## config.mk

```make
export PLATFORM = sky130hd
export DESIGN_NAME = pipeline_hazard_controller_flat
export DESIGN_NICKNAME = d
export VERILOG_FILES = /design/src/rtl/pipeline_hazard_controller_if.sv /design/src/rtl/pipeline_hazard_controller.sv /design/src/flat_wrapper.sv
export SDC_FILE = /design/constraint.sdc
export NUM_CORES = 1
export LEC_CHECK = 0
export CAP_MARGIN = 20
export CORE_MARGIN = 2
export CORE_UTILIZATION = 30
export CTS_CLUSTER_DIAMETER = 50
export CTS_CLUSTER_SIZE = 20
export DETAILED_ROUTE_END_ITERATION = 8
export PLACE_DENSITY = 0.73
export SYNTH_ARGS = -nofsm -noshare
export SYNTH_HDL_FRONTEND = slang
export SYNTH_SLANG_ARGS = --single-unit
```

## constraint.sdc

```tcl
create_clock -name clk -period 2 [get_ports clk]
set_input_delay 0.2 -clock clk [delete_from_list [all_inputs] [get_ports clk]]
set_output_delay 0.2 -clock clk [all_outputs]
set_load 0.005 [all_outputs]
```

## src/rtl/pipeline_hazard_controller_if.sv

```systemverilog
// Handshake bundle between the 5-stage pipeline datapath and its hazard controller.
// The performance-counter signals exist only when HAZARD_PERF_EN is defined.
interface pipeline_hazard_controller_if #(
  parameter int REG_ADDR_W = 5,
  parameter int FWD_W      = 2
);
  // Datapath status towards the controller
  logic [REG_ADDR_W-1:0] id_rs;
  logic [REG_ADDR_W-1:0] id_rt;
  logic                  id_uses_rt;
  logic [REG_ADDR_W-1:0] ex_rs;
  logic [REG_ADDR_W-1:0] ex_rt;
  logic                  ex_mem_read;
  logic [REG_ADDR_W-1:0] mem_dest;
  logic                  mem_reg_write;
  logic                  mem_write_raw;
  logic                  mem_redirect;
  logic                  dmem_busy;
  logic [REG_ADDR_W-1:0] wb_dest;
  logic                  wb_reg_write;

  // Controls back to the datapath
  logic             pc_en;
  logic             pc_sel_redirect;
  logic             if_id_en;
  logic             id_ex_en;
  logic             ex_mem_en;
  logic             mem_wb_en;
  logic [FWD_W-1:0] fwd_a;
  logic [FWD_W-1:0] fwd_b;
  logic             mem_write;
  logic             reg_write;
  logic [3:0]       valid;

`ifdef HAZARD_PERF_EN
  logic [31:0] stall_cnt;
  logic [31:0] flush_cnt;
  logic [31:0] freeze_cnt;
`endif

  modport master (
`ifdef HAZARD_PERF_EN
    input  stall_cnt, flush_cnt, freeze_cnt,
`endif
    output id_rs, id_rt, id_uses_rt, ex_rs, ex_rt, ex_mem_read,
    output mem_dest, mem_reg_write, mem_write_raw, mem_redirect, dmem_busy,
    output wb_dest, wb_reg_write,
    input  pc_en, pc_sel_redirect, if_id_en, id_ex_en, ex_mem_en, mem_wb_en,
    input  fwd_a, fwd_b, mem_write, reg_write, valid
  );

  modport slave (
`ifdef HAZARD_PERF_EN
    output stall_cnt, flush_cnt, freeze_cnt,
`endif
    input  id_rs, id_rt, id_uses_rt, ex_rs, ex_rt, ex_mem_read,
    input  mem_dest, mem_reg_write, mem_write_raw, mem_redirect, dmem_busy,
    input  wb_dest, wb_reg_write,
    output pc_en, pc_sel_redirect, if_id_en, id_ex_en, ex_mem_en, mem_wb_en,
    output fwd_a, fwd_b, mem_write, reg_write, valid
  );
endinterface

```

## src/rtl/pipeline_hazard_controller.sv

```systemverilog
// Valid tracking, stall/flush/freeze sequencing and EX forwarding for a 5-stage MIPS pipeline.
// Define HAZARD_PERF_EN to add saturating stall/flush/freeze cycle counters.
module pipeline_hazard_controller #(
  parameter int REG_ADDR_W = 5,
  parameter int FWD_W      = 2
) (
  input logic                         clk,
  input logic                         reset,
  pipeline_hazard_controller_if.slave bus
);

  localparam logic [REG_ADDR_W-1:0] REG_ZERO    = '0;
  localparam logic [FWD_W-1:0]      FWD_REGFILE = FWD_W'(0);
  localparam logic [FWD_W-1:0]      FWD_MEM_WB  = FWD_W'(1);
  localparam logic [FWD_W-1:0]      FWD_EX_MEM  = FWD_W'(2);

  // What the pipeline does at the coming edge, in priority order.
  typedef enum logic [1:0] {
    ACT_NORMAL,
    ACT_LOAD_USE,
    ACT_REDIRECT,
    ACT_FREEZE
  } action_t;

  action_t action;
  logic    if_id_v, id_ex_v, ex_mem_v, mem_wb_v;
  logic    redirect, freeze, load_use;
  logic    mem_live, wb_live;

  function automatic logic [FWD_W-1:0] fwd_select(
    input logic [REG_ADDR_W-1:0] src,
    input logic [REG_ADDR_W-1:0] mem_dest,
    input logic [REG_ADDR_W-1:0] wb_dest,
    input logic                  mem_ok,
    input logic                  wb_ok
  );
    // The younger producer (EX/MEM) holds the newer value and wins.
    if (mem_ok && (mem_dest == src))     return FWD_EX_MEM;
    else if (wb_ok && (wb_dest == src))  return FWD_MEM_WB;
    else                                 return FWD_REGFILE;
  endfunction

  always_comb begin
    redirect = bus.mem_redirect & ex_mem_v;
    freeze   = bus.dmem_busy & ex_mem_v;
    load_use = if_id_v & id_ex_v & bus.ex_mem_read & (bus.ex_rt != REG_ZERO) &
               ((bus.id_rs == bus.ex_rt) | (bus.id_uses_rt & (bus.id_rt == bus.ex_rt)));

    if (freeze)        action = ACT_FREEZE;
    else if (redirect) action = ACT_REDIRECT;
    else if (load_use) action = ACT_LOAD_USE;
    else               action = ACT_NORMAL;
  end

  always_comb begin
    // NOTE: every output gets a default first, so no path through the case leaves one unassigned (no latch).
    bus.pc_en           = 1'b1;
    bus.pc_sel_redirect = 1'b0;
    bus.if_id_en        = 1'b1;
    bus.id_ex_en        = 1'b1;
    bus.ex_mem_en       = 1'b1;
    bus.mem_wb_en       = 1'b1;
    unique case (action)
      ACT_FREEZE: begin
        bus.pc_en     = 1'b0;
        bus.if_id_en  = 1'b0;
        bus.id_ex_en  = 1'b0;
        bus.ex_mem_en = 1'b0;
        bus.mem_wb_en = 1'b0;
      end
      ACT_REDIRECT: bus.pc_sel_redirect = 1'b1;
      ACT_LOAD_USE: begin
        bus.pc_en    = 1'b0;
        bus.if_id_en = 1'b0;
      end
      default: ;
    endcase
  end

  always_comb begin
    mem_live = ex_mem_v & bus.mem_reg_write & (bus.mem_dest != REG_ZERO);
    wb_live  = mem_wb_v & bus.wb_reg_write & (bus.wb_dest != REG_ZERO);
    bus.fwd_a = FWD_REGFILE;
    bus.fwd_b = FWD_REGFILE;
    if (id_ex_v) begin
      bus.fwd_a = fwd_select(bus.ex_rs, bus.mem_dest, bus.wb_dest, mem_live, wb_live);
      bus.fwd_b = fwd_select(bus.ex_rt, bus.mem_dest, bus.wb_dest, mem_live, wb_live);
    end
  end

  assign bus.mem_write = bus.mem_write_raw & ex_mem_v & ~freeze;
  assign bus.reg_write = bus.wb_reg_write & mem_wb_v;
  assign bus.valid     = {if_id_v, id_ex_v, ex_mem_v, mem_wb_v};

  always_ff @(posedge clk or negedge reset) begin
    if (!reset) begin
      if_id_v  <= 1'b0;
      id_ex_v  <= 1'b0;
      ex_mem_v <= 1'b0;
      mem_wb_v <= 1'b0;
    end else begin
      // NOTE: non-blocking updates let each stage read its predecessor's pre-edge value.
      unique case (action)
        ACT_FREEZE: begin
        end
        ACT_REDIRECT: begin
          // The redirecting instruction retires; everything younger is squashed.
          if_id_v  <= 1'b0;
          id_ex_v  <= 1'b0;
          ex_mem_v <= 1'b0;
          mem_wb_v <= ex_mem_v;
        end
        ACT_LOAD_USE: begin
          id_ex_v  <= 1'b0;
          ex_mem_v <= id_ex_v;
          mem_wb_v <= ex_mem_v;
        end
        default: begin
          if_id_v  <= 1'b1;
          id_ex_v  <= if_id_v;
          ex_mem_v <= id_ex_v;
          mem_wb_v <= ex_mem_v;
        end
      endcase
    end
  end

`ifdef HAZARD_PERF_EN
  logic [31:0] stall_cnt, flush_cnt, freeze_cnt;

  function automatic logic [31:0] sat_inc(input logic [31:0] cnt, input logic hit);
    return (hit && (cnt != 32'hFFFF_FFFF)) ? cnt + 32'd1 : cnt;
  endfunction

  always_ff @(posedge clk or negedge reset) begin
    if (!reset) begin
      stall_cnt  <= '0;
      flush_cnt  <= '0;
      freeze_cnt <= '0;
    end else begin
      stall_cnt  <= sat_inc(stall_cnt,  action == ACT_LOAD_USE);
      flush_cnt  <= sat_inc(flush_cnt,  action == ACT_REDIRECT);
      freeze_cnt <= sat_inc(freeze_cnt, action == ACT_FREEZE);
    end
  end

  assign bus.stall_cnt  = stall_cnt;
  assign bus.flush_cnt  = flush_cnt;
  assign bus.freeze_cnt = freeze_cnt;
`endif

endmodule

```

## src/flat_wrapper.sv

```systemverilog
// flat-port wrapper written by rule: the top's interface ports become plain ports
module pipeline_hazard_controller_flat 
#(
  parameter int REG_ADDR_W = 5,
  parameter int FWD_W      = 2
)
  (clk, reset, bus_id_rs, bus_id_rt, bus_id_uses_rt, bus_ex_rs, bus_ex_rt, bus_ex_mem_read, bus_mem_dest, bus_mem_reg_write, bus_mem_write_raw, bus_mem_redirect, bus_dmem_busy, bus_wb_dest, bus_wb_reg_write, bus_pc_en, bus_pc_sel_redirect, bus_if_id_en, bus_id_ex_en, bus_ex_mem_en, bus_mem_wb_en, bus_fwd_a, bus_fwd_b, bus_mem_write, bus_reg_write, bus_valid);
  pipeline_hazard_controller_if #(.REG_ADDR_W(REG_ADDR_W), .FWD_W(FWD_W)) bus_i ();
  input logic clk;
  input logic reset;
  input wire logic [$bits(bus_i.id_rs)-1:0] bus_id_rs;
  input wire logic [$bits(bus_i.id_rt)-1:0] bus_id_rt;
  input wire logic [$bits(bus_i.id_uses_rt)-1:0] bus_id_uses_rt;
  input wire logic [$bits(bus_i.ex_rs)-1:0] bus_ex_rs;
  input wire logic [$bits(bus_i.ex_rt)-1:0] bus_ex_rt;
  input wire logic [$bits(bus_i.ex_mem_read)-1:0] bus_ex_mem_read;
  input wire logic [$bits(bus_i.mem_dest)-1:0] bus_mem_dest;
  input wire logic [$bits(bus_i.mem_reg_write)-1:0] bus_mem_reg_write;
  input wire logic [$bits(bus_i.mem_write_raw)-1:0] bus_mem_write_raw;
  input wire logic [$bits(bus_i.mem_redirect)-1:0] bus_mem_redirect;
  input wire logic [$bits(bus_i.dmem_busy)-1:0] bus_dmem_busy;
  input wire logic [$bits(bus_i.wb_dest)-1:0] bus_wb_dest;
  input wire logic [$bits(bus_i.wb_reg_write)-1:0] bus_wb_reg_write;
  output wire logic [$bits(bus_i.pc_en)-1:0] bus_pc_en;
  output wire logic [$bits(bus_i.pc_sel_redirect)-1:0] bus_pc_sel_redirect;
  output wire logic [$bits(bus_i.if_id_en)-1:0] bus_if_id_en;
  output wire logic [$bits(bus_i.id_ex_en)-1:0] bus_id_ex_en;
  output wire logic [$bits(bus_i.ex_mem_en)-1:0] bus_ex_mem_en;
  output wire logic [$bits(bus_i.mem_wb_en)-1:0] bus_mem_wb_en;
  output wire logic [$bits(bus_i.fwd_a)-1:0] bus_fwd_a;
  output wire logic [$bits(bus_i.fwd_b)-1:0] bus_fwd_b;
  output wire logic [$bits(bus_i.mem_write)-1:0] bus_mem_write;
  output wire logic [$bits(bus_i.reg_write)-1:0] bus_reg_write;
  output wire logic [$bits(bus_i.valid)-1:0] bus_valid;
  assign bus_i.id_rs = bus_id_rs;
  assign bus_i.id_rt = bus_id_rt;
  assign bus_i.id_uses_rt = bus_id_uses_rt;
  assign bus_i.ex_rs = bus_ex_rs;
  assign bus_i.ex_rt = bus_ex_rt;
  assign bus_i.ex_mem_read = bus_ex_mem_read;
  assign bus_i.mem_dest = bus_mem_dest;
  assign bus_i.mem_reg_write = bus_mem_reg_write;
  assign bus_i.mem_write_raw = bus_mem_write_raw;
  assign bus_i.mem_redirect = bus_mem_redirect;
  assign bus_i.dmem_busy = bus_dmem_busy;
  assign bus_i.wb_dest = bus_wb_dest;
  assign bus_i.wb_reg_write = bus_wb_reg_write;
  assign bus_pc_en = bus_i.pc_en;
  assign bus_pc_sel_redirect = bus_i.pc_sel_redirect;
  assign bus_if_id_en = bus_i.if_id_en;
  assign bus_id_ex_en = bus_i.id_ex_en;
  assign bus_ex_mem_en = bus_i.ex_mem_en;
  assign bus_mem_wb_en = bus_i.mem_wb_en;
  assign bus_fwd_a = bus_i.fwd_a;
  assign bus_fwd_b = bus_i.fwd_b;
  assign bus_mem_write = bus_i.mem_write;
  assign bus_reg_write = bus_i.reg_write;
  assign bus_valid = bus_i.valid;
  pipeline_hazard_controller #(.REG_ADDR_W(REG_ADDR_W), .FWD_W(FWD_W)) u_core (.clk(clk), .reset(reset), .bus(bus_i));
endmodule
```

# Word level (Yosys, flattened, before mapping)
# Cells that the tools add are included.
[word_totals]
register_bits = 4
inputBits = 39
output_inout_bits = 16
[classes]
n_eq_ne = 9
muxes = 15
bitwise_logic = 15
n_reduce_logical = 9
[op_table]
columns = ["operator", "count"]
rows = [
  ["== test 5 bit", 6],
  ["nonzero test 5 bit", 3],
  ["AND 1 bit", 13],
  ["2-to-1 mux 2 bit", 6],
  ["2-to-1 mux 1 bit", 6],
  ["case mux 1 bit (2 select lines)", 3],
  ["== test 2 bit (second input constant)", 2],
  ["logical AND 1 bit", 4],
  ["OR reduction 2 bit", 2],
  ["== test 2 x 1 -> 1 bit (second input constant)", 1],
  ["NOT 1 bit", 1],
  ["OR 1 bit", 1],
]

# Logic depth before layout (Yosys ltp)
# Gate-level depths: netlist (run 1).
[logic_depth]
word_depth = 10
ltp_mapped = 8
mapped_depth_nobuf = 7

# Worst setup path before layout (run 1)
# OpenSTA, ideal clock, no wires.
[synth_path]
path_kind = "input to register"
from = "input bus_ex_rt[1]"
to = "register u_core.id_ex_v"
setup_ns = 0.126
arrival_ns = 1.732
path_slack_ns = 0.142
path_stages = 7
cell_sequence = "buf_2 or4_1 o211a_1 a21oi_1 ha_1 nand3_1 o21ai_0"
[synth_between]
elab_chain_cells = 10
elab_cells_between_ends = 15
classes_between = "eq/ne: 5; mux: 4; bitwise: 4; reduce/logical: 2"
[synth_lines]
columns = ["item", "line", "source"]
rows = [
  ["start, declared", "flat_wrapper.sv:15", "input wire logic [$bits(bus_i.ex_rt)-1:0] bus_ex_rt;"],
  ["== test 5 bit", "pipeline_hazard_controller.sv:47", "((bus.id_rs == bus.ex_rt) | (bus.id_uses_rt & (bus.id_rt == bus.ex_rt)));"],
  ["AND 1 bit", "pipeline_hazard_controller.sv:47", ""],
  ["OR 1 bit", "pipeline_hazard_controller.sv:47", ""],
  ["AND 1 bit *", "pipeline_hazard_controller.sv:46", "load_use = if_id_v & id_ex_v & bus.ex_mem_read & (bus.ex_rt != REG_ZERO) &"],
  ["2-to-1 mux 1 bit *", "pipeline_hazard_controller.sv:51", "else if (load_use) action = ACT_LOAD_USE;"],
  ["2-to-1 mux 2 bit *", "pipeline_hazard_controller.sv:50", "else if (redirect) action = ACT_REDIRECT;"],
  ["2-to-1 mux 2 bit *", "pipeline_hazard_controller.sv:49", "if (freeze) action = ACT_FREEZE;"],
  ["== test 2 x 1 -> 1 bit or == test 2 bit (tied branches)", "pipeline_hazard_controller.sv:103", "unique case (action)"],
  ["OR reduction 2 bit (no source line)", "n/a", ""],
  ["case mux 1 bit (2 select lines)", "pipeline_hazard_controller.sv:103", ""],
  ["end signal, assigned", "pipeline_hazard_controller.sv:120", "id_ex_v <= if_id_v;"],
  ["end, declared", "pipeline_hazard_controller.sv:26", "logic if_id_v, id_ex_v, ex_mem_v, mem_wb_v;"],
]
# Mark *: on every way between the ends. The rest lies on a longest branch, timed or not.
# A chain may end at the register's enable or synchronous reset.

# Worst setup path in the final report (run 1)
[layout_path]
from = "input bus_mem_dest[4]"
to = "output bus_fwd_b[0]"
[layout_between]
elab_chain_cells = 5
elab_cells_between_ends = 6
classes_between = "eq/ne: 1; mux: 2; bitwise: 1; reduce/logical: 2"
[layout_lines]
columns = ["item", "line", "source"]
rows = [
  ["start, declared", "flat_wrapper.sv:17", "input wire logic [$bits(bus_i.mem_dest)-1:0] bus_mem_dest;"],
  ["nonzero test 5 bit", "pipeline_hazard_controller.sv:81", "mem_live = ex_mem_v & bus.mem_reg_write & (bus.mem_dest != REG_ZERO);"],
  ["AND 1 bit", "pipeline_hazard_controller.sv:81", ""],
  ["logical AND 1 bit *", "pipeline_hazard_controller.sv:38", "if (mem_ok && (mem_dest == src)) return FWD_EX_MEM;"],
  ["2-to-1 mux 2 bit *", "pipeline_hazard_controller.sv:38", ""],
  ["2-to-1 mux 2 bit *", "pipeline_hazard_controller.sv:85", "if (id_ex_v) begin"],
  ["end, declared", "flat_wrapper.sv:31", "output wire logic [$bits(bus_i.fwd_b)-1:0] bus_fwd_b;"],
]
# Marks and branches as above.

==> results of run 1 <==
[stage by stage]
stage               power, mW  area (sq um)  cells  hold slack [ns]
floorplan               0.419           708     87          -0.0956
global placement        0.703          1380    181            0.417
detailed placement      0.711          1380    181            0.418
CTS                     0.843          1440    187            0.157
global route            0.958          1500    188            0.176
finish                  0.896          1500    188            0.156
[area by class of cell]
class / instances / area (sq um)
fillers: 200 / 714
multi-input cells: 68 / 594
repair buffers: 82 / 733
well taps: 28 / 35.0
clock buffers: 3 / 22.5
flip-flops and latches: 4 / 101
inverters: 3 / 11.3
[cell usage in the layout, fill, tap and decap left out]
master and instances:
ha_1 1, or4_1 4, nand4_1 1, xor2_1 14, clkbuf_4 3, and3_1 1, and2_0 1, ha_4 1
and2_1 4, and3b_1 1, buf_4 27, nor4_2 2, dlymetal6s2s_1 3, inv_1 3, o21ai_0 3, o211ai_4 1
nand3_1 4, buf_6 2, dfrtp_2 1, a21oi_2 1, xnor2_1 16, a21o_1 1, a21boi_0 1, nor4_4 2
clkbuf_2 1, clkdlybuf4s15_1 1, o211ai_1 1, nand2_1 4, o211a_1 1, clkdlybuf4s50_1 32, o21a_1 1, dfrtp_1 3
clkdlybuf4s15_2 1, buf_2 2, o22ai_2 1, or4_4 1, dlygate4sd2_1 13
[how the worst min path moves through the flow]
stage / cells past startpoint / to / slack [ns] / startpoint
after floorplan: 0 / u_core.ex_mem_v$_DFFE_PN0P_ / -0.1 / reset
after global placement: 1 / u_core.mem_wb_v$_DFFE_PN0P_ / 0.42 / reset
after detailed placement: 1 / u_core.ex_mem_v$_DFFE_PN0P_ / 0.42 / reset
after CTS: 1 / u_core.ex_mem_v$_DFFE_PN0P_ / 0.16 / reset
after global routing: 1 / u_core.mem_wb_v$_DFFE_PN0P_ / 0.18 / reset
final: 1 / u_core.mem_wb_v$_DFFE_PN0P_ / 0.16 / reset
[routing by layer]
layer / vias to the layer above / track usage (%) / routed length, um
li1: 437 / - / -
met1: 428 / 23.0 / 1030
met4: 0 / 7.69 / 29
met5: - / 0 / 0
met2: 47 / 36.3 / 1370
met3: 3 / 3.71 / 203
[state kept, by name (all words and copies together) (netlist names)]
| signal | cells |
|---|---|
| u_core.id_ex_v | 1 |
| u_core.if_id_v | 1 |
| u_core.mem_wb_v | 1 |
| u_core.ex_mem_v | 1 |
[critical path: stages]
cell	delay, ns
dlygate4sd2_1	0.25
or4_4	0.52
o211ai_4	0.18
buf_6	0.12
nor4_4	0.04
nor4_2	0.29
buf_2	0.16
[cell families (layout without fill, tap and decap cells)]
logic type,count (synthesis),after routing
xor gates and xnor gates,30,30
and+or+nand+nor,25,25
buffers and inverters,15,88
AOI/OAI and AO/OA,11,11
DFF,4,4
adders and majority gates,2,2
[power by group through the flow]
stage	registers, mW	logic [mW]	clock network (mW)
floorplan	0.154	0.265	0
global placement	0.160	0.542	0
detailed placement	0.162	0.549	0
CTS	0.162	0.570	0.111
global route	0.175	0.671	0.112
finish	0.167	0.618	0.110
[synthesized netlist by cell type]
cell type / count / area [sq um]
xnor2_1: 16 / 140
xor2_1: 14 / 123
buf_4: 7 / 52.6
or4_1: 5 / 37.5
and2_1: 4 / 25.0
dfrtp_1: 4 / 100
nand2_1: 4 / 15.0
nand3_1: 4 / 20.0
nor4_1: 4 / 25.0
clkbuf_1: 3 / 11.3
inv_1: 3 / 11.3
o21ai_0: 3 / 15.0
ha_1: 2 / 25.0
a21boi_0: 1 / 7.51
a21o_1: 1 / 7.51
a21oi_1: 1 / 5.00
and2_0: 1 / 6.26
and3_1: 1 / 6.26
and3b_1: 1 / 8.76
buf_2: 1 / 5.00
buf_6: 1 / 11.3
nand4_1: 1 / 6.26
o211a_1: 1 / 10.0
o211ai_1: 1 / 7.51
o211ai_2: 1 / 12.5
o21a_1: 1 / 7.51
o22ai_1: 1 / 6.26
[repair_timing]
item / 4_1_cts / 5_1_grt
endpoints found under the setup margin: 7 / 7
buffers inserted: 3 / 1
hold endpoints to repair: 0 / 0
gates resized for setup: 39 / 12
pin swaps: 11 / 8
==> flow_summary.ini, run 1 <==
[outcome]
status = completed

[logic_synthesis]
ys_warn_count = 0
synth_nets = 128
synth_xor_xnor_area_share_pct = 37.1
synth_top_family_by_area = XOR/XNOR gates
synth-simple-area-share_pct = 21.2
syn_area_per_cell_sq_um = 8.14
ys_types = 27
postSynthCellCount = 87
synthMuxAreaShare_pct = 0
synth_seq_cells = 4
synth-compound-area-share_pct = 11.1
ys_seq_area_share_pct = 14.1
synth_area_sq_um = 708
synth_fa_ha_area_share_pct = 3.53

[critical_path]
worstPathArrival_ns = 1.77
r2r_start = u_core.id_ex_v$_DFFE_PN0P_
critPathKind = in -> out
startpoint = bus_mem_dest[4]
worstSetupEndpointType = output port
worst_r2r_path_depth = 9
cp-start-kind = input port
worst-endpoint-required_ns = 1.80
rrSetupSlack_ns = 0.26
crit_end = bus_fwd_b[0]
reg2reg_to = u_core.id_ex_v$_DFFE_PN0P_
path_max_fanout = 2

[floorplan]
die_y_um = 52.6
fp.dieW_um = 52.6
start_util_pct = 32.0
ios = 55
dieArea_sq_mm = 0.00277
rows = 17
core_sq_mm = 0.00221

[power]
total_leakage_power_nw = 0.665
power.density_mw_per_mm2 = 598
p_int_mw = 0.570
seq_power_share_pct = 18.7
p_sw_share_pct = 36.4
combPwrFrac_pct = 69.0
ir_worst_vdd_v = 0.000618
switching_power_mw = 0.326
pwr-share-clk_pct = 12.3

[detailed_routing]
vias_per_cell = 4.87
ant_nets = 0
wl_mm = 2.63
wl_per_cell_um = 14.0
firstDrtPassIters = 4
vias = 915
drtIter0Drc = 14
route.detailed.drc = 0

[layout]
utilization_pct = 67.7
drive_gt1_share_pct = 28.7
nets = 203
area_growth_pct = 111
diodes = 0

[global_routing]
grtUsageTotal_pct = 20.1
grt_pass1_vias = 969
antenna_found_initial = 0
gr-total-overflow = 0
grt_pass1_wl_mm = 4.14
grt_max_degree = 8

[job]
maxCapViolCount = 0

[min_path]
hold_path.class = in -> async

[sta]
hold_violations = 0
setup_tns_ns = 0
clock_skew_ns = 0.00253
setup_viol = 0
slew_headroom_pct = 79.8
fin_ws_ns = 0.0336
fin_crit_sh_pct = 98.3
grt_setup_unrepaired = yes
worstMarginPinSlew_ns = 0.301
fmax_ghz = 0.509
period_needed_ns = 1.97
slew_viol_final = 0

[place]
dp_hpwl_mm = 2.02
pre_cts_slack_ns = -0.511
port_buffers = 54
place_congestion = 0.818

[clock_tree]
clock_latency_ns = 0.25
cts_inserted_buffers = 3
max-clock-path-buffers = 2
clockRootBuffer = clkbuf_4
cts.sinks = 4
clk_pin_slew_ns = 0.04
ctsHoldBuffers = 0
cts_max_level = 1
cts_tree = built
Note: power is estimated with default switching activity, not from simulation.
==> run 2: changes to the inputs <==
--- a/config.mk
+++ b/config.mk
@@ -7,11 +7,11 @@
 export LEC_CHECK = 0
 export CAP_MARGIN = 20
 export CORE_MARGIN = 2
-export CORE_UTILIZATION = 30
+export CORE_UTILIZATION = 33
 export CTS_CLUSTER_DIAMETER = 50
-export CTS_CLUSTER_SIZE = 20
+export CTS_CLUSTER_SIZE = 16
 export DETAILED_ROUTE_END_ITERATION = 8
-export PLACE_DENSITY = 0.73
+export PLACE_DENSITY = 0.81
 export SYNTH_ARGS = -nofsm -noshare
 export SYNTH_HDL_FRONTEND = slang
 export SYNTH_SLANG_ARGS = --single-unit
==> run 2 against run 1 <==
  * Via count down 2.2%
  * Global-route usage rose by 0.86 points
  * Flip-flop and latch count unchanged
  * Critical path depth unchanged
  * Clock-buffer cell count unchanged
  * Wire length up 0.11%
  * Critical path type unchanged
  * Critical endpoint is now bus_fwd_a[0]
==> flow_summary.ini, run 2 (synthesized netlist as in run 1, its figures left out) <==
[outcome]
status = completed

[detailed_routing]
vias = 895
vias_per_cell = 4.76
firstDrtPassIters = 4
wl_per_cell_um = 14.0
ant_nets = 0
drtIter0Drc = 10
route.detailed.drc = 0
wl_mm = 2.64

[global_routing]
grt_max_degree = 8
gr-total-overflow = 0
grt_pass1_vias = 931
antenna_found_initial = 0
grt_pass1_wl_mm = 4.07
grtUsageTotal_pct = 20.9

[layout]
drive_gt1_share_pct = 31.1
diodes = 0
area_growth_pct = 107
nets = 204
final_cell_mix = clkdlybuf4s50_1 (31), buf_4 (29), xnor2_1 (16)
final_common_cell = clkdlybuf4s50_1
final_cell_area_sq_mm = 0.00147

[sta]
holdWs_ns = 0.160
period_needed_ns = 1.95
setup_viol = 0
fin_ws_ns = 0.0539
setup_tns_ns = 0
fmax_ghz = 0.514
slew_viol_final = 0
clock_skew_ns = 0.00157
worstMarginPinSlew_ns = 0.298
slew_headroom_pct = 79.9
hold_violations = 0
fin_crit_sh_pct = 97.3

[critical_path]
critPathKind = in -> out
worst-endpoint-required_ns = 1.80
cp-start-kind = input port
path_cells = clkdlybuf4s15_1, or4_4, o211ai_2, buf_4, nor4_4, nor4_2, buf_2
worstPathArrival_ns = 1.75
path_delay_family = simple AND/OR/NAND/NOR gates
worst_r2r_path_depth = 10
cp_slowest_cell = or4_4
timing.critical_path.buf_inv = 3
critical_path_depth = 7
critPathMaxStageDelay_ns = 0.49
worstSetupEndpointType = output port
rrSetupSlack_ns = 0.20
path_max_fanout = 2

[floorplan]
ios = 55
rows = 16
core_sq_mm = 0.00200
die_y_um = 50.3
fp.dieW_um = 50.3
dieArea_sq_mm = 0.00253
start_util_pct = 35.4

[clock_tree]
ctsHoldBuffers = 0
max-clock-path-buffers = 2
cts_max_level = 1
cts_inserted_buffers = 3
clk_pin_slew_ns = 0.04
cts_tree = built
cts.sinks = 4
clockRootBuffer = clkbuf_4
clock_latency_ns = 0.24

[power]
power.density_mw_per_mm2 = 605
ir_worst_vdd_v = 0.000609
total_power_mw = 0.888
total_leakage_power_nw = 0.674

[place]
pre_cts_slack_ns = -0.472
place_congestion = 0.835
placed_area_sq_mm = 0.00138
dp_hpwl_mm = 1.97
port_buffers = 54

[job]
maxCapViolCount = 0

[min_path]
hold_path.class = in -> async
## run 2: final cells by class
type / count / area [sq um]
flip-flops and latches: 4 / 100
repair buffers: 83 / 722
multi-input cells: 68 / 579
fillers: 137 / 533
inverters: 3 / 11.3
clock buffers: 3 / 22.5
well taps: 27 / 33.8
## run 2: worst reg2reg max path: cells and delay by family, from the launching register on
| kind | cells | cell delay (ns) |
|---|---|---|
| simple gates | 2 | 0.24 |
| buf+inv | 4 | 0.51 |
| flops | 1 | 0.34 |
| fa+ha+maj | 1 | 0.28 |
| compound gates | 3 | 0.31 |
## run 2: path summary, 6_finish.rpt
path                                                  from                          end
worst max-delay path                       bus_mem_dest[2]                 bus_fwd_a[0]
worst min-delay path                                 reset   u_core.if_id_v$_DFFE_PN0P_
worst max register to register  u_core.id_ex_v$_DFFE_PN0P_   u_core.id_ex_v$_DFFE_PN0P_
worst min register to register  u_core.if_id_v$_DFFE_PN0P_   u_core.id_ex_v$_DFFE_PN0P_
max in group asynchronous                            reset  u_core.ex_mem_v$_DFFE_PN0P_
min in group clk                              bus_ex_rt[4]   u_core.if_id_v$_DFFE_PN0P_
## run 2: stage by stage
| stage | util [%] | cells |
|---|---|---|
| 2_1_floorplan | - | 87 |
| 6_report | 73.4 | 188 |
| 3_5_place_dp | 69.1 | 180 |
| 3_3_place_gp | 69.1 | 180 |
| 4_1_cts | 73.3 | 188 |
| 5_1_grt | 73.4 | 188 |
## run 2: per-layer routing
metal	up-vias	part of all wire (%)	global-route usage, %
li1	441	-	-
met1	406	43	23.1
met2	41	49	40.1
met3	7	6.8	3.57
met4	0	1.8	6.31
met5	-	0	0
## run 2: power by group
part	total, mW	internal, mW	switching, mW	leakage [nW]
registers	0.155	0.120	0.0346	0.0481
clock network	0.102	0.0672	0.0348	0.0138
logic	0.631	0.387	0.244	0.612
total	0.888	0.575	0.313	0.674
## run 2: timing repair
item / in CTS / in global routing
resized for setup: 45 / 13
pin swaps: 12 / 10
buffers inserted: 7 / 0
setup endpoints to repair: 7 / 5
